`config.mk`:
```
export PLATFORM = sky130hd
export DESIGN_NAME = chiplib_arb_pri_drain
export DESIGN_NICKNAME = d
export VERILOG_FILES = /design/src/rtl/chiplib_arb_pri_drain.sv
export SDC_FILE = /design/constraint.sdc
export NUM_CORES = 1
export LEC_CHECK = 0
export ABC_AREA = 1
export CAP_MARGIN = 20
export CORE_UTILIZATION = 45
export DETAILED_ROUTE_END_ITERATION = 8
export MAX_ROUTING_LAYER = met4
export PLACE_DENSITY_LB_ADDON = 0.08
export SLEW_MARGIN = 10
export SYNTH_ARGS = -nofsm -noshare
export SYNTH_HDL_FRONTEND = slang
export SYNTH_SLANG_ARGS = --single-unit
```
`constraint.sdc`:
```
create_clock -name clk -period 4.55 [get_ports clk]
set_input_delay 1.1375 -clock clk [delete_from_list [all_inputs] [get_ports clk]]
set_output_delay 1.1375 -clock clk [all_outputs]
set_load 0.05 [all_outputs]
```
`src/rtl/chiplib_arb_pri_drain.sv`:
```
// chiplib_arb_pri_drain
// Show-ahead drain FIFO that sits behind a pipelined priority arbiter.
// The arbiter has no backpressure input, so almost_full throttles the
// requesters early enough (Headroom slots) for grants already in flight
// to land. A push that still arrives while full is dropped and recorded
// in the sticky overflow flag.
//
// Optional feature: define CHIPLIB_ARB_PRI_DRAIN_STATS_EN to build a
// saturating 16-bit drop counter; without it drop_count is tied to zero.
//
// Handshake: the input side is valid-only (in_valid, no ready). The output
// side is valid/ready: a pop happens on a rising clk edge where
// out_valid && out_ready; out_pri/out_payload are held while out_valid is
// high and out_ready is low.

module chiplib_arb_pri_drain #(
    parameter int Depth         = 8,
    parameter int NumPriorities = 5,
    parameter int PayloadWidth  = 30,
    parameter int Headroom      = 3,
    localparam int PriorityWidth = $clog2(NumPriorities),
    localparam int CountWidth    = $clog2(Depth + 1)
) (
    input  logic                     clk,
    input  logic                     rst_n,
    input  logic                     in_valid,
    input  logic [PriorityWidth-1:0] in_pri,
    input  logic [PayloadWidth-1:0]  in_payload,
    output logic                     almost_full,
    output logic                     out_valid,
    input  logic                     out_ready,
    output logic [PriorityWidth-1:0] out_pri,
    output logic [PayloadWidth-1:0]  out_payload,
    output logic [CountWidth-1:0]    count,
    output logic                     overflow,
    input  logic                     ovf_clr,
    output logic [15:0]              drop_count
);

    localparam int PtrWidth   = $clog2(Depth);
    localparam int EntryWidth = PriorityWidth + PayloadWidth;

    localparam logic [PtrWidth-1:0]   LastPtr   = PtrWidth'(Depth - 1);
    localparam logic [CountWidth-1:0] FullCount = CountWidth'(Depth);

    // Storage carries no reset: occupancy alone decides what is valid.
    logic [EntryWidth-1:0] r_mem [Depth];

    logic [PtrWidth-1:0]   r_wr_ptr;
    logic [PtrWidth-1:0]   r_rd_ptr;
    logic [CountWidth-1:0] r_count;
    logic                  r_overflow;

    logic                  w_full;
    logic                  w_pop;
    logic                  w_push;
    logic                  w_drop;
    logic [PtrWidth-1:0]   w_wr_ptr_next;
    logic [PtrWidth-1:0]   w_rd_ptr_next;
    logic [31:0]           w_free;
    logic [EntryWidth-1:0] w_head;

    // Full with a simultaneous pop still accepts the push: the pop frees
    // the slot in the same edge the tail is written.
    assign w_full = (r_count == FullCount);
    assign w_pop  = out_valid && out_ready;
    assign w_push = in_valid && (!w_full || w_pop);
    assign w_drop = in_valid && w_full && !w_pop;

    // Pointers wrap explicitly at Depth-1 so any Depth works.
    assign w_wr_ptr_next = (r_wr_ptr == LastPtr) ? '0 : r_wr_ptr + 1'b1;
    assign w_rd_ptr_next = (r_rd_ptr == LastPtr) ? '0 : r_rd_ptr + 1'b1;

    // Throttle computed from the registered count only.
    assign w_free      = 32'(Depth) - 32'(r_count);
    assign almost_full = (w_free <= 32'(Headroom));

    assign w_head      = r_mem[r_rd_ptr];
    assign out_valid   = (r_count != '0);
    assign out_pri     = w_head[EntryWidth-1:PayloadWidth];
    assign out_payload = w_head[PayloadWidth-1:0];
    assign count       = r_count;
    assign overflow    = r_overflow;

    // Tail write of the accepted entry.
    always_ff @(posedge clk) begin
        if (w_push) begin
            r_mem[r_wr_ptr] <= {in_pri, in_payload};
        end
    end

    // Read/write pointers and occupancy.
    always_ff @(posedge clk or negedge rst_n) begin
        if (!rst_n) begin
            r_wr_ptr <= '0;
            r_rd_ptr <= '0;
            r_count  <= '0;
        end else begin
            if (w_push) begin
                r_wr_ptr <= w_wr_ptr_next;
            end
            if (w_pop) begin
                r_rd_ptr <= w_rd_ptr_next;
            end
            if (w_push && !w_pop) begin
                r_count <= r_count + 1'b1;
            end else if (w_pop && !w_push) begin
                r_count <= r_count - 1'b1;
            end
        end
    end

    // Sticky overflow; a drop in the clearing cycle keeps the flag set.
    always_ff @(posedge clk or negedge rst_n) begin
        if (!rst_n) begin
            r_overflow <= 1'b0;
        end else if (w_drop) begin
            r_overflow <= 1'b1;
        end else if (ovf_clr) begin
            r_overflow <= 1'b0;
        end
    end

`ifdef CHIPLIB_ARB_PRI_DRAIN_STATS_EN
    logic [15:0] r_drop_count;

    // Saturating drop counter; clear with a simultaneous drop leaves 1.
    always_ff @(posedge clk or negedge rst_n) begin
        if (!rst_n) begin
            r_drop_count <= '0;
        end else if (w_drop) begin
            if (ovf_clr) begin
                r_drop_count <= 16'd1;
            end else if (r_drop_count != 16'hFFFF) begin
                r_drop_count <= r_drop_count + 16'd1;
            end
        end else if (ovf_clr) begin
            r_drop_count <= '0;
        end
    end

    assign drop_count = r_drop_count;
`else
    assign drop_count = 16'd0;
`endif

endmodule

```
==> results.ini, run 1 <==
[outcome]
status = finished, violations left
violations = design-rule violations

[setup_path]
path_cells = inv_6 -> buf_4 -> nand2_1 -> nand2_1 -> nand2_1 -> o21ai_1 -> nand2_1 -> nand2_1 -> buf_4
critical_path_buf_inv_count = 3
endpoint_kind = primary output
cpLargestDelayFamily = buffers and inverters
worstPathArrival_ns = 2.52
critical-path-slowest-cell = dfrtp_4
cp-start-kind = flop
crit_fanout = 47
worstPathRequired_ns = 3.41
critPathMostFrequentCell = nand2_1
max_stage_delay_ns = 0.51
critPathKind = reg -> out

[routing]
avgViaCountPerCell = 4.94
via_count = 6980
drc_errors = 1
wl_um = 23900
firstDrtPassIters = 7
ant_nets = 0
wl_per_cell_um = 16.9
initialDrtViolationCount = 423

[timing]
setup_viol = 0
setup_tns_ns = 0
slew_viol_final = 0
min_period_ns = 3.66
hold_viol = 0
tightest_slew_ns = 0.931
skew_ns = 0.0157
rsz0062_at_grt = no
slew_headroom = 0.379
hold_ws_ns = 0.533
fmax_ghz = 0.273
min_period_over_period = 0.804

[synthesis]
yosys.area_share.xor_xnor = 0.00153
synth_most_common_cell = edfxtp_1
synth_top_area_share = 0.691
synth_top_family_by_area = simple AND/OR/NAND/NOR gates
ys_types = 29
synth-async-reset-ratio = 0.0400
netlist_area_um2 = 11500
yosysWarnings = 0
yosys-top-cells-count = edfxtp_1 (264), nand2_1 (263), nor2_1 (170), o21ai_1 (92), o21ai_0 (41)
synth_compound_area_frac = 0.0604
ys.flop_type = edfxtp_1
synth_cells = 986
ys_ff_latch = 275
ys_top_cells_by_area = edfxtp_1 (69%), nand2_1 (8.6%), nor2_1 (5.6%)
synth_mux_area_frac = 0
synth_edf_count = 264
synth-simple-area-share = 0.165
avgSynthCellArea_um2 = 11.6
ys_seq_area_frac = 0.715
yosys.area_share.adder = 0.00937
synth_top_cell_by_area = edfxtp_1

[floorplan]
die_x_um = 162
dieArea_um2 = 26200
row_count = 58
initial_core_util = 0.457
core_area_um2 = 25100
fp.dieH_um = 162
io_pins = 94

[global_route]
grt_max_degree = 135
track_usage = 0.195
grt_pass1_vias = 6817
grt_pass1_wl_um = 37600
grt_overflow = 0
antenna_found_initial = 1

[placed_design]
dp_cells = 1360
routabilityCongestion = 0.717
dp_hpwl_um = 12000
numPortBuffers = 77

[cts]
postCtsHoldBufs = 0
post_cts_buffers = 0
cts.sinks = 275
clk_latency_ns = 0.54
root_buffer = clkbuf_16
cts_tree = built
clockBufferDepth = 3
clk_pin_slew_ns = 0.06
cts_made_buffers = 29
ctsResizeCount = 0
htreeDepth = 1

[power]
vdd.ir_drop.worst_mv = 0.392
p_leak_nw = 4.95
powerDensity_nw_per_um2 = 721

[cells_and_area]
fillers = 2221
drive_gt1_frac = 0.122
stdcell_count = 1412
nets = 1107
postLayoutCoreUtil = 0.527
layout-area-overhead-vs-synth_pct = 15.4

[job]
cap_violations = 0

[min_path]
hold_class = reg -> reg

layout make-up:
| class | instances | area, µm² | share of cell area |
|---|---|---|---|
| Timing Repair Buffer | 96 | 868 | 0.0656 |
| Tap cell | 330 | 413 | 0.0312 |
| Antenna cell | 1 | 2.50 | 0.000189 |
| Clock inverter | 10 | 67.6 | 0.00510 |
| Clock buffer | 41 | 801 | 0.0605 |
| Inverter | 16 | 65.1 | 0.00491 |
| Sequential cell | 275 | 8210 | 0.620 |
| Multi-Input combinational cell | 643 | 2820 | 0.213 |
metrics by stage:
step           instance area [µm²]  total power, mW  setup WS, ns
2_1_floorplan                11500             6.44         0.245
3_3_place_gp                 12400             7.49         0.996
3_5_place_dp                 12400             7.50         0.898
4_1_cts                      13200             9.69         0.851
5_1_grt                      13200             10.2         0.699
6_report                     13200             9.55         0.892
report_power, final:
| group | internal [mW] | total, mW | switching (mW) |
|---|---|---|---|
| Sequential | 3.16 | 3.28 | 0.122 |
| Combinational | 1.15 | 4.11 | 2.96 |
| Clock | 1.27 | 2.16 | 0.893 |
flip-flops by register name (all words and copies together), names as in the netlist:
register / count
overflow: 1
count: 4
r_wr_ptr: 3
r_mem: 264
r_rd_ptr: 3
tightest hold or removal path: cells and delay by family, from the launching register on:
family	cells	cell delay (ns)
compound gates	1	0.07
buf+inv	1	0.05
flops	1	0.37
worst paths after layout:
check | end | slack [ns] | depth (start not counted) | start
setup / recovery | out_payload[1] | 0.89 | 9 | r_rd_ptr[0]$_DFFE_PN0N_
hold / removal | overflow$_DFFE_PN0P_ | 0.53 | 2 | overflow$_DFFE_PN0P_
setup reg to reg | count[3]$_DFFE_PN0P_ | 1.90 | 12 | count[1]$_DFFE_PN0P_
hold reg to reg | overflow$_DFFE_PN0P_ | 0.53 | 2 | overflow$_DFFE_PN0P_
max in group asynchronous | r_rd_ptr[0]$_DFFE_PN0N_ | 3.10 | 1 | rst_n
min in group asynchronous | r_wr_ptr[0]$_DFFE_PN0P_ | 0.99 | 1 | rst_n
per-layer routing:
| layer | global-route usage | up-vias | share of wire |
|---|---|---|---|
| met2 | 0.327 | 125 | 0.48 |
| met4 | 0.0463 | 0 | 0.017 |
| met3 | 0.0245 | 35 | 0.044 |
| li1 | - | 3481 | - |
| met1 | 0.252 | 3339 | 0.45 |
| met5 | - | - | 0 |
placed cells by master (no fill, tap or decap), types with 2 or more instances in the layout:
master             n
nand2_2           30
nor3_2             8
conb_1            16
buf_4             49
a21oi_1            3
nand3_1            3
o21ai_0           41
edfxtp_1         264
clkbuf_16         29
o21ai_1           92
clkdlybuf4s50_1   44
dfrtp_1            9
inv_1             13
clkbuf_1           9
ha_1               7
nand4_1            3
nand2_1          263
clkinv_1           7
xnor2_1            2
clkbuf_8           3
o22ai_1            2
clkinv_2           3
nor2_1           170
buf_12             3
cell families after synthesis:
family | after synthesis
DFF | 275
AOI/OAI and AO/OA | 138
xor gates and xnor gates | 2
adders and majority gates | 8
buffers and inverters | 83
other | 1
and+or+nand+nor | 479
Power figures use the tool's default switching activity.
==> inputs of run 2 (changes only) <==
clock period = 3.5 ns   (was 4.55 ns; I/O delays follow)
==> run 2 against run 1 <==
The flow still finishes with violations (design-rule violations). Core utilization is 0.73 points higher. Final area is 1.4% higher. Sequential power grew 30%. Clock power grew 41%. Clock-buffer cell count fell by 3. First-iteration DRC count up 10%. Critical endpoint is now out_payload[27]. Largest cell class unchanged.
==> results.ini, run 2 (synthesized netlist as in run 1, its figures left out) <==
[cells_and_area]
fillers = 2193  ; was 2,221
layout-area-overhead-vs-synth_pct = 17.0  ; was 15.4%
postLayoutCoreUtil = 0.535  ; was 0.527
diodes = 0  ; was 1
nets = 1114  ; was 1,107
drive_gt1_frac = 0.128  ; was 0.122
largest_reg_flops = 264  ; unchanged
final_cell_mix = edfxtp_1 (264), nand2_1 (263), nor2_1 (170)  ; unchanged
top_register = r_mem  ; unchanged
layout_commonest_cell = edfxtp_1  ; unchanged

[timing]
setup_viol = 0  ; unchanged
fmax_ghz = 0.308
tightest_slew_ns = 0.903  ; was 0.931 ns
min_period_over_period = 0.928
skew_ns = 0.0133  ; was 0.0157 ns
hold_viol = 0  ; unchanged
slew_viol_final = 0  ; unchanged
min_period_ns = 3.25
slew_headroom = 0.398  ; was 0.379
rsz0062_at_grt = no  ; unchanged

[setup_path]
critPathKind = reg -> out  ; unchanged
cp-start-kind = flop  ; unchanged
crit_fanout = 43  ; was 47
r2r_slack_ns = 1.19  ; was 1.90 ns
crit-reg2reg-launch = count[1]$_DFFE_PN0P_  ; unchanged
path_cells = inv_6 -> buf_4 -> nand2_2 -> nand2_1 -> nand2_1 -> o21ai_1 -> nand2_1 -> nand2_1 -> buf_4  ; was inv_6 -> buf_4 -> nand2_1 -> nand2_1 -> nand2_1 -> o21ai_1 -> nand2_1 -> nand2_1 -> buf_4
worstPathArrival_ns = 2.37  ; was 2.52 ns
r2r-end = count[3]$_DFFE_PN0P_  ; unchanged
rr_worst_depth = 12  ; unchanged
endpoint_kind = primary output  ; unchanged
max_stage_delay_ns = 0.51  ; about the same
critPathMostFrequentCell = nand2_1  ; unchanged
critical-path-slowest-cell = dfrtp_4  ; unchanged
worstPathRequired_ns = 2.62  ; was 3.41 ns
cpLargestDelayFamily = buffers and inverters  ; unchanged
critical_path_buf_inv_count = 3  ; unchanged

[power]
power_mw = 12.7  ; was 9.55 mW
powerDensity_nw_per_um2 = 948  ; was 721 nW/µm²
vdd.ir_drop.worst_mv = 0.643  ; was 0.392 mV
p_leak_nw = 5.03  ; was 4.95 nW

[min_path]
min_from = overflow$_DFFE_PN0P_  ; unchanged
min_to = overflow$_DFFE_PN0P_  ; unchanged
hold_path_depth = 2  ; unchanged
hold_class = reg -> reg  ; unchanged

[placed_design]
routabilityCongestion = 0.721  ; was 0.717
dp_hpwl_um = 12600  ; was 12,000 µm
numPortBuffers = 77  ; unchanged

[floorplan]
dieArea_um2 = 26200  ; unchanged
io_pins = 94  ; unchanged
core_area_um2 = 25100  ; unchanged
die_x_um = 162  ; unchanged
initial_core_util = 0.457  ; unchanged
fp.dieH_um = 162  ; unchanged
row_count = 58  ; unchanged

[cts]
postCtsHoldBufs = 0  ; unchanged
htreeDepth = 1  ; unchanged
clk_latency_ns = 0.55  ; was 0.54 ns
cts.sinks = 275  ; unchanged
root_buffer = clkbuf_16  ; unchanged
clockBufferDepth = 3  ; unchanged
post_cts_buffers = 0  ; unchanged
ctsResizeCount = 0  ; unchanged
clk_pin_slew_ns = 0.06  ; about the same
cts_tree = built  ; unchanged
cts_made_buffers = 30  ; was 29

[routing]
met1_length_um = 10700  ; was 10,800 µm
firstDrtPassIters = 7  ; unchanged
drc_errors = 1  ; unchanged
avgViaCountPerCell = 4.97  ; was 4.94
ant_nets = 0  ; unchanged
initialDrtViolationCount = 466  ; was 423
met3_length_um = 1040  ; was 1050 µm
top_layer_used = met4  ; unchanged
wl_um = 24200  ; was 23,900 µm
met2WireLength_um = 12000  ; was 11,600 µm
via_count = 7053  ; was 6,980
wl_per_cell_um = 17.1  ; was 16.9 µm

[global_route]
grt_overflow = 0  ; unchanged
grt_pass1_vias = 6765  ; was 6,817
grt_pass1_wl_um = 38100  ; was 37,600 µm
antenna_found_initial = 0  ; was 1
grt_max_degree = 135  ; unchanged
track_usage = 0.195  ; about the same

[outcome]
status = finished, violations left  ; unchanged
violations = design-rule violations  ; unchanged

[job]
cap_violations = 0  ; unchanged

run 2: area by class of cell:
| type | count | area, µm² | area share |
|---|---|---|---|
| Timing Repair Buffer | 102 | 976 | 0.0727 |
| Sequential cell | 275 | 8210 | 0.611 |
| Inverter | 16 | 65.1 | 0.00485 |
| Tap cell | 330 | 413 | 0.0308 |
| Multi-Input combinational cell | 643 | 2820 | 0.210 |
| Clock inverter | 16 | 144 | 0.0107 |
| Clock buffer | 38 | 802 | 0.0597 |
run 2: how the worst max path moves through the flow:
stage                            start                     to  slack (ns)  cells past startpoint
2_1_floorplan                out_ready  r_mem[6][0]$_DFFE_PP_       -0.54                      5
3_3_place_gp                 out_ready   count[3]$_DFFE_PN0P_        0.58                     13
3_5_place_dp                 out_ready   count[3]$_DFFE_PN0P_        0.50                     13
4_1_cts        r_rd_ptr[0]$_DFFE_PN0N_        out_payload[23]        0.18                      9
5_1_grt        r_rd_ptr[0]$_DFFE_PN0N_         out_payload[6]        0.05                      9
6_report       r_rd_ptr[0]$_DFFE_PN0N_        out_payload[27]        0.25                      9
run 2: worst min-delay path: cells and delay by family (launching register included):
kind                   cells  cell delay (ns)
AOI/OAI and AO/OA          1             0.07
buffers and inverters      1             0.05
DFF                        1             0.37
run 2: stage by stage:
stage	setup TNS (ns)	setup WS (ns)	hold slack (ns)	instances	cell area (µm²)
after global routing	0	0.0493	0.567	1420	13400
after floorplan	-143.19	-0.542	0.510	1001	11500
after detailed placement	0	0.503	0.532	1366	12500
final	0	0.253	0.535	1420	13400
after CTS	0	0.184	0.542	1420	13400
after global placement	0	0.579	0.562	1366	12500
run 2: layer usage:
metal  track usage  vias up
li1              -     3493
met1         0.247     3380
met2         0.334      140
met3        0.0283       40
met4        0.0455        0
met5             -        -
run 2: where the power goes:
| part | leakage [nW] | switching [mW] | internal, mW |
|---|---|---|---|
| Sequential | 2.53 | 0.161 | 4.11 |
| Clock | 0.462 | 1.22 | 1.82 |
| Combinational | 2.04 | 3.88 | 1.55 |
| Total | 5.03 | 5.25 | 7.48 |
==> inputs of run 3 (changes only) <==
ABC_CLOCK_PERIOD_IN_PS = 3500   (was not set)
==> results of run 3 <==
No change in the layout: final DEF, timing and power equal those of run 2.
